$ cat src/rtl/fetch_stage.sv
// rtl/fetch_stage.sv - instruction fetch stage: PC, IF/ID register and squash tracker
// Optional feature macro: FETCH_REDIRECT_COUNT_EN adds a saturating redirect counter output.
module fetch_stage (
  input  logic        clk,
  input  logic        reset,
  input  logic        stall,
  input  logic        redirect_en,
  input  logic [15:0] redirect_pc,
  input  logic        instr_flush,
  input  logic        instr_flush_2,
  output logic [15:0] imem_addr,
  input  logic [15:0] imem_data,
  output logic [15:0] instruction,
  output logic [15:0] instr_pc,
  output logic        instr_valid,
  output logic        del_instr,
`ifdef FETCH_REDIRECT_COUNT_EN
  output logic        del_instr_2,
  output logic [15:0] redirect_count
`else
  output logic        del_instr_2
`endif
);

  localparam logic [15:0] BUBBLE = 16'hF000;

  typedef enum logic [1:0] {IDLE, KILL1, KILL2} state_e;

  state_e      state_q, state_d;
  logic [15:0] pc_q, pc_d;
  logic [15:0] instr_q, instr_d;
  logic [15:0] ipc_q, ipc_d;
  logic        valid_q, valid_d;
  logic        del_q, del_d;
  logic        del2_q, del2_d;

  logic advance;
  logic flush_ok;

  assign advance  = !stall && !redirect_en;
  // A flush only counts when it comes from a live, unsquashed instruction and no squash is in flight.
  assign flush_ok = advance && valid_q && !del_q && !del2_q && (state_q == IDLE);

  // Squash tracker state register
  always_ff @(posedge clk) begin
    if (reset) state_q <= IDLE;
    else       state_q <= state_d;
  end

  // Squash tracker next state: redirect cancels, advances step the sequence down
  always_comb begin
    state_d = state_q;
    if (redirect_en) begin
      state_d = IDLE;
    end else if (advance) begin
      case (state_q)
        IDLE: begin
          if (flush_ok && instr_flush_2)    state_d = KILL2;
          else if (flush_ok && instr_flush) state_d = KILL1;
          else                              state_d = IDLE;
        end
        KILL2:   state_d = KILL1;
        KILL1:   state_d = IDLE;
        default: state_d = IDLE;
      endcase
    end
  end

  // Squash flags for the instruction being captured follow the state being entered
  always_comb begin
    del_d  = del_q;
    del2_d = del2_q;
    if (redirect_en) begin
      del_d  = 1'b1;
      del2_d = 1'b0;
    end else if (advance) begin
      del_d  = (state_d == KILL1);
      del2_d = (state_d == KILL2);
    end
  end

  // PC and IF/ID next values: redirect loads a bubble, stall holds, advance fetches
  always_comb begin
    pc_d    = pc_q;
    instr_d = instr_q;
    ipc_d   = ipc_q;
    valid_d = valid_q;
    if (redirect_en) begin
      pc_d    = redirect_pc;
      instr_d = BUBBLE;
      ipc_d   = pc_q;
      valid_d = 1'b0;
    end else if (advance) begin
      pc_d    = pc_q + 16'd1;
      instr_d = imem_data;
      ipc_d   = pc_q;
      valid_d = 1'b1;
    end
  end

  // PC and IF/ID registers
  always_ff @(posedge clk) begin
    if (reset) begin
      pc_q    <= 16'h0000;
      instr_q <= BUBBLE;
      ipc_q   <= 16'h0000;
      valid_q <= 1'b0;
      del_q   <= 1'b1;
      del2_q  <= 1'b0;
    end else begin
      pc_q    <= pc_d;
      instr_q <= instr_d;
      ipc_q   <= ipc_d;
      valid_q <= valid_d;
      del_q   <= del_d;
      del2_q  <= del2_d;
    end
  end

`ifdef FETCH_REDIRECT_COUNT_EN
  logic [15:0] rcnt_q;

  // Saturating count of redirect cycles
  always_ff @(posedge clk) begin
    if (reset)                              rcnt_q <= 16'h0000;
    else if (redirect_en && rcnt_q != 16'hFFFF) rcnt_q <= rcnt_q + 16'd1;
  end

  assign redirect_count = rcnt_q;
`endif

  assign imem_addr   = pc_q;
  assign instruction = instr_q;
  assign instr_pc    = ipc_q;
  assign instr_valid = valid_q;
  assign del_instr   = del_q;
  assign del_instr_2 = del2_q;

endmodule

$ cat config.mk
export PLATFORM = sky130hd
export DESIGN_NAME = fetch_stage
export DESIGN_NICKNAME = d
export VERILOG_FILES = /design/src/rtl/fetch_stage.sv
export SDC_FILE = /design/constraint.sdc
export NUM_CORES = 1
export LEC_CHECK = 0
export ABC_CLOCK_PERIOD_IN_PS = 1750
export CAP_MARGIN = 5
export CORE_UTILIZATION = 43
export DETAILED_ROUTE_END_ITERATION = 10
export GPL_TIMING_DRIVEN = 0
export PLACE_DENSITY = 0.88
export SLEW_MARGIN = 20
export SYNTH_ARGS = -nofsm -noshare
export SYNTH_HDL_FRONTEND = slang
export SYNTH_SLANG_ARGS = --single-unit
$ cat constraint.sdc
create_clock -name clk -period 1.75 [get_ports clk]
set_input_delay 0.525 -clock clk [delete_from_list [all_inputs] [get_ports clk]]
set_output_delay 0.525 -clock clk [all_outputs]
set_load 0.01 [all_outputs]
### Yosys cells after proc, flatten, opt, wreduce, memory -nomap -nowiden

Cells that the tools add are included.

* register bits: 53
* input port bits: 38

* add/sub/neg operators: 1
* multiplexer cells: 9
* reductions and logical operators: 14
* equal/unequal tests: 3

Operators by type and width (count)
* 2-to-1 mux 16 bit: 4
* adder 16 x 1 -> 16 bit (second input constant): 1
* logical AND 1 bit: 7
* 2-to-1 mux 2 bit: 3
* == test 2 bit (second input constant): 2
* zero test 1 bit: 4
* one-hot mux 2 bit (2 select lines): 1
* == test 2 x 1 -> 1 bit (second input constant): 1
* zero test 2 bit: 1
* nonzero test 2 bit: 1
* OR reduction 2 bit: 1
* 2-to-1 mux 1 bit: 1

### Longest topological paths before layout

* word-level depth: 13
* mapped depth: 6
* gate-level depth less buffers: 4

### Least setup slack after synthesis

No wires, ideal clock.

* path kind: register -> register
* start point: register pc_q[0], in the netlist imem_addr[0]
* end point: register pc_q[10], in the netlist imem_addr[10]
* library setup time: 0.091 ns
* period minus slack after synthesis: 1.660 ns
* path slack: 0.090 ns
* arrival time: 1.569 ns
* cell stages (with the launch flop): 5
* path through: dfxtp_1 ha_1 nand3b_2 or4_1 a311oi_1

* longest elaborated chain between the ends: 3

RTL lines
* from (decl): RTL line 30 `logic [15:0] pc_q, pc_d;`
* from (signal assigned): RTL line 111 `pc_q <= pc_d;`
* adder 16 x 1 -> 16 bit: RTL line 94 `pc_d = pc_q + 16'd1;`
* 2-to-1 mux 16 bit: RTL line 93 `end else if (advance) begin`
* 2-to-1 mux 16 bit: RTL line 88 `if (redirect_en) begin`

No other way between the ends. The select of a mux whose other input is x is not followed.
A chain may end at the register's enable or synchronous reset.

### Final worst setup path

* start point: input port redirect_en
* end point: register pc_q[12], in the netlist imem_addr[12]

* longest elaborated chain between the ends: 3
* elaborated cells on any way between the ends: 4
* those cells by class: mux: 1; reduce/logical: 3

RTL lines
* from (decl): RTL line 7 `input logic redirect_en,`
* zero test 1 bit: RTL line 40 `assign advance = !stall && !redirect_en;`
* logical AND 1 bit: RTL line 40
* nonzero test 2 bit (no line)

Several ways; a longest one is shown, not always the timed one.

==> impl_metrics.json <==
{
  "status": "finished clean",
  "grtUsageTotal_pct": 22.6,
  "grt_first_pass_wirelength_um": 9640,
  "endpoint_kind": "flip-flop",
  "ys.flop_type": "dfxtp_1",
  "synth_nets": 301,
  "fmax_mhz": 581,
  "hpwl_um": 4380,
  "fin_nets": 394,
  "gp_congestion": 0.760,
  "die_x_um": 75.0,
  "first_pass_iters": 4,
  "die_y_um": 75.0,
  "clk_pin_slew_ns": 0.09,
  "syn_area_um2": 2290,
  "leakage_uw": 0.00162,
  "slew_headroom_pct": 61.1,
  "seqCellArea_um2": 1100,
  "r2r_end": "imem_addr[12]$_SDFFE_PP0P_",
  "dr.first_iter.drc_count": 95,
  "start_util_pct": 44.9,
  "crit_cells": 5,
  "crit_arrival_ns": 1.89,
  "cp.buffers_inverters": 3,
  "vias_per_cell": 5.23,
  "antenna_found_initial": 0,
  "netlist_top_cells_count": "dfxtp_1 (53), nand2_1 (48), nor2_1 (30)",
  "tightest_slew_ns": 0.583,
  "synth_top_area_share_pct": 46.3,
  "cp_top_family": "buffers and inverters",
  "synth_cells": 262,
  "skew_ns": 0.00398,
  "cts_tree": "built",
  "overflow": 0,
  "ys_types": 40,
  "antennaDiodeCount": 0,
  "hold_viol": 0,
  "grt_pass1_vias": 2153,
  "timing.rr.start": "imem_addr[0]$_SDFFE_PP0P_",
  "coreArea_um2": 5110,
  "detail-route-antenna-nets": 0,
  "grt_max_degree": 15,
  "cpMaxStageDelayCell": "clkdlybuf4s50_1",
  "final_layout_size_suffix_gt1_share_pct": 12.7,
  "cts_buffers": 5,
  "dp_slack_ns": -0.644,
  "ir_drop_v": 0.000578,
  "h-tree-depth": 2,
  "rsz0062_at_grt": "true",
  "cp-start-kind": "input port",
  "cpPeakStageDelay_ns": 0.46,
  "io_buffers": 87,
  "cts.sinks": 53,
  "rrSetupSlack_ns": 0.04,
  "critPathCapture": "imem_addr[12]$_SDFFE_PP0P_",
  "crit_type": "input port to flip-flop",
  "die_area_um2": 5630,
  "reg2regPathDepth": 4,
  "p_per_area_nw_per_um2": 689,
  "ys_seq_elements": 53,
  "ys_seq_area_share_pct": 46.3,
  "num_io_pins": 89,
  "period_share_pct": 98.3,
  "tns_ns": 0,
  "cap_viol_max_count": 0,
  "fin_ws_ns": 0.0298,
  "multiInputGateArea_um2": 1160,
  "rows": 26,
  "num_vias": 2218,
  "async_flop_share_pct": 0,
  "max-clock-path-buffers": 2,
  "synth_area_per_cell_um2": 8.75,
  "synth_top_area_cell": "dfxtp_1",
  "finalSetupViolations": 0,
  "cts_root_buf": "clkbuf_8",
  "cp.required_ns": 1.92,
  "hold_path_class": "flip-flop to flip-flop",
  "wl_um": 6090,
  "crit_start": "redirect_en",
  "worstPathCellList": "clkdlybuf4s50_1, buf_6, inv_2, nor2_1, a2111oi_1",
  "finalMaxSlewViolations": 0,
  "crit_path_max_fanout": 14,
  "post-route-min-period_ns": 1.72,
  "synth_edf_count": 0,
  "drt_drc_violations_left": 0,
  "synth.most_common_cell": "dfxtp_1",
  "clock_latency_ns": 0.30,
  "avgRoutedWirePerCell_um": 14.4,
  "ys_top_cells_by_area": "dfxtp_1 (46%), nand2_1 (7.9%), mux2i_1 (7.0%)",
  "area_growth_pct": 50.7,
  "synth_warnings": 0,
  "fillers": 431
}
==> cells by family (layout without fill, tap and decap cells) <==
group | count (synthesis) | count (layout) | share of synthesized area, %
simple gates | 111 | 111 | 24.2
flops | 53 | 53 | 46.3
compound gates | 51 | 51 | 15.4
buf+inv | 25 | 117 | 4.53
mux | 17 | 17 | 7.48
xor+xnor | 4 | 4 | 1.53
fa+ha+maj | 1 | 1 | 0.546
==> worst min-delay path by stage <==
stage | startpoint | to | slack, ns | cells past startpoint
2_1_floorplan | state_q[1]$_SDFF_PP0_ | state_q[1]$_SDFF_PP0_ | 0.47 | 2
3_3_place_gp | instr_pc[10]$_SDFFE_PP0P_ | instr_pc[10]$_SDFFE_PP0P_ | 0.44 | 2
3_5_place_dp | instr_pc[9]$_SDFFE_PP0P_ | instr_pc[9]$_SDFFE_PP0P_ | 0.44 | 2
4_1_cts | instr_pc[9]$_SDFFE_PP0P_ | instr_pc[9]$_SDFFE_PP0P_ | 0.46 | 2
5_1_grt | instr_pc[9]$_SDFFE_PP0P_ | instr_pc[9]$_SDFFE_PP0P_ | 0.47 | 2
6_report | instr_pc[9]$_SDFFE_PP0P_ | instr_pc[9]$_SDFFE_PP0P_ | 0.45 | 2
==> through the flow <==
stage / std cells / hold WS, ns / cell area [um2] / power, uW / utilization, %
after global routing: 424 / 0.467 / 3450 / 2490 / 67.6
final: 424 / 0.453 / 3450 / 2380 / 67.6
after CTS: 425 / 0.457 / 3380 / 2400 / 66.2
after floorplan: 262 / 0.465 / 2290 / 1530 / -
after global placement: 419 / 0.437 / 3250 / 1760 / 63.6
after detailed placement: 419 / 0.444 / 3250 / 1780 / 63.6
==> layer usage <==
| layer | routed length (um) | GRT usage [%] | part of all wire (%) | up-vias |
|---|---|---|---|---|
| met5 | 0 | 0 | 0 | - |
| met4 | 84 | 7.55 | 1.4 | 0 |
| met3 | 426 | 7.50 | 7.0 | 8 |
| met2 | 2960 | 39.9 | 49 | 82 |
| met1 | 2620 | 25.5 | 43 | 1020 |
| li1 | - | - | - | 1108 |
==> state kept, by name, indices dropped and copies added, names as in the netlist <==
register	cells
imem_addr	16
state_q	2
del_instr	1
instruction	16
instr_valid	1
del_instr_2	1
instr_pc	16
==> placed cells by master (no fill, tap or decap), types with 8 or more instances in the layout <==
cell	synthesis	layout
mux2i_1	16	16
nor2_1	30	30
dfxtp_2	0	8
dlygate4sd2_1	0	16
dlymetal6s2s_1	0	21
a21oi_1	23	23
nand2_1	48	48
clkdlybuf4s50_1	0	50
dfxtp_1	53	38
==> what timing repair did <==
| item | CTS | global route |
|---|---|---|
| buffers inserted | 1 | 0 |
| gates resized for setup | 48 | 31 |
| gates cloned | 0 | 0 |
| pin swaps | 0 | 0 |
| hold buffers | 0 | 0 |
| endpoints found under the setup margin | 61 | 37 |
==> worst min-delay path, cell delays in order (launching register included) <==
cell	delay (ns)
dfxtp_1	0.32
nand2_1	0.05
a21oi_1	0.05
==> cell type report <==
cell class / instances / area share [%]
Timing Repair Buffer: 88 / 26.4
Inverter: 5 / 0.543
Sequential cell: 53 / 31.8
Multi-Input combinational cell: 184 / 33.7
Buffer: 18 / 2.93
Clock inverter: 1 / 0.145
Clock buffer: 5 / 1.99
Tap cell: 70 / 2.54
==> power breakdown <==
part	switching (uW)	internal, uW	total, uW
clock network	374	264	638
registers	63.7	1260	1330
logic	184	231	415
total	622	1760	2380
(Power assumes the default switching activity.)
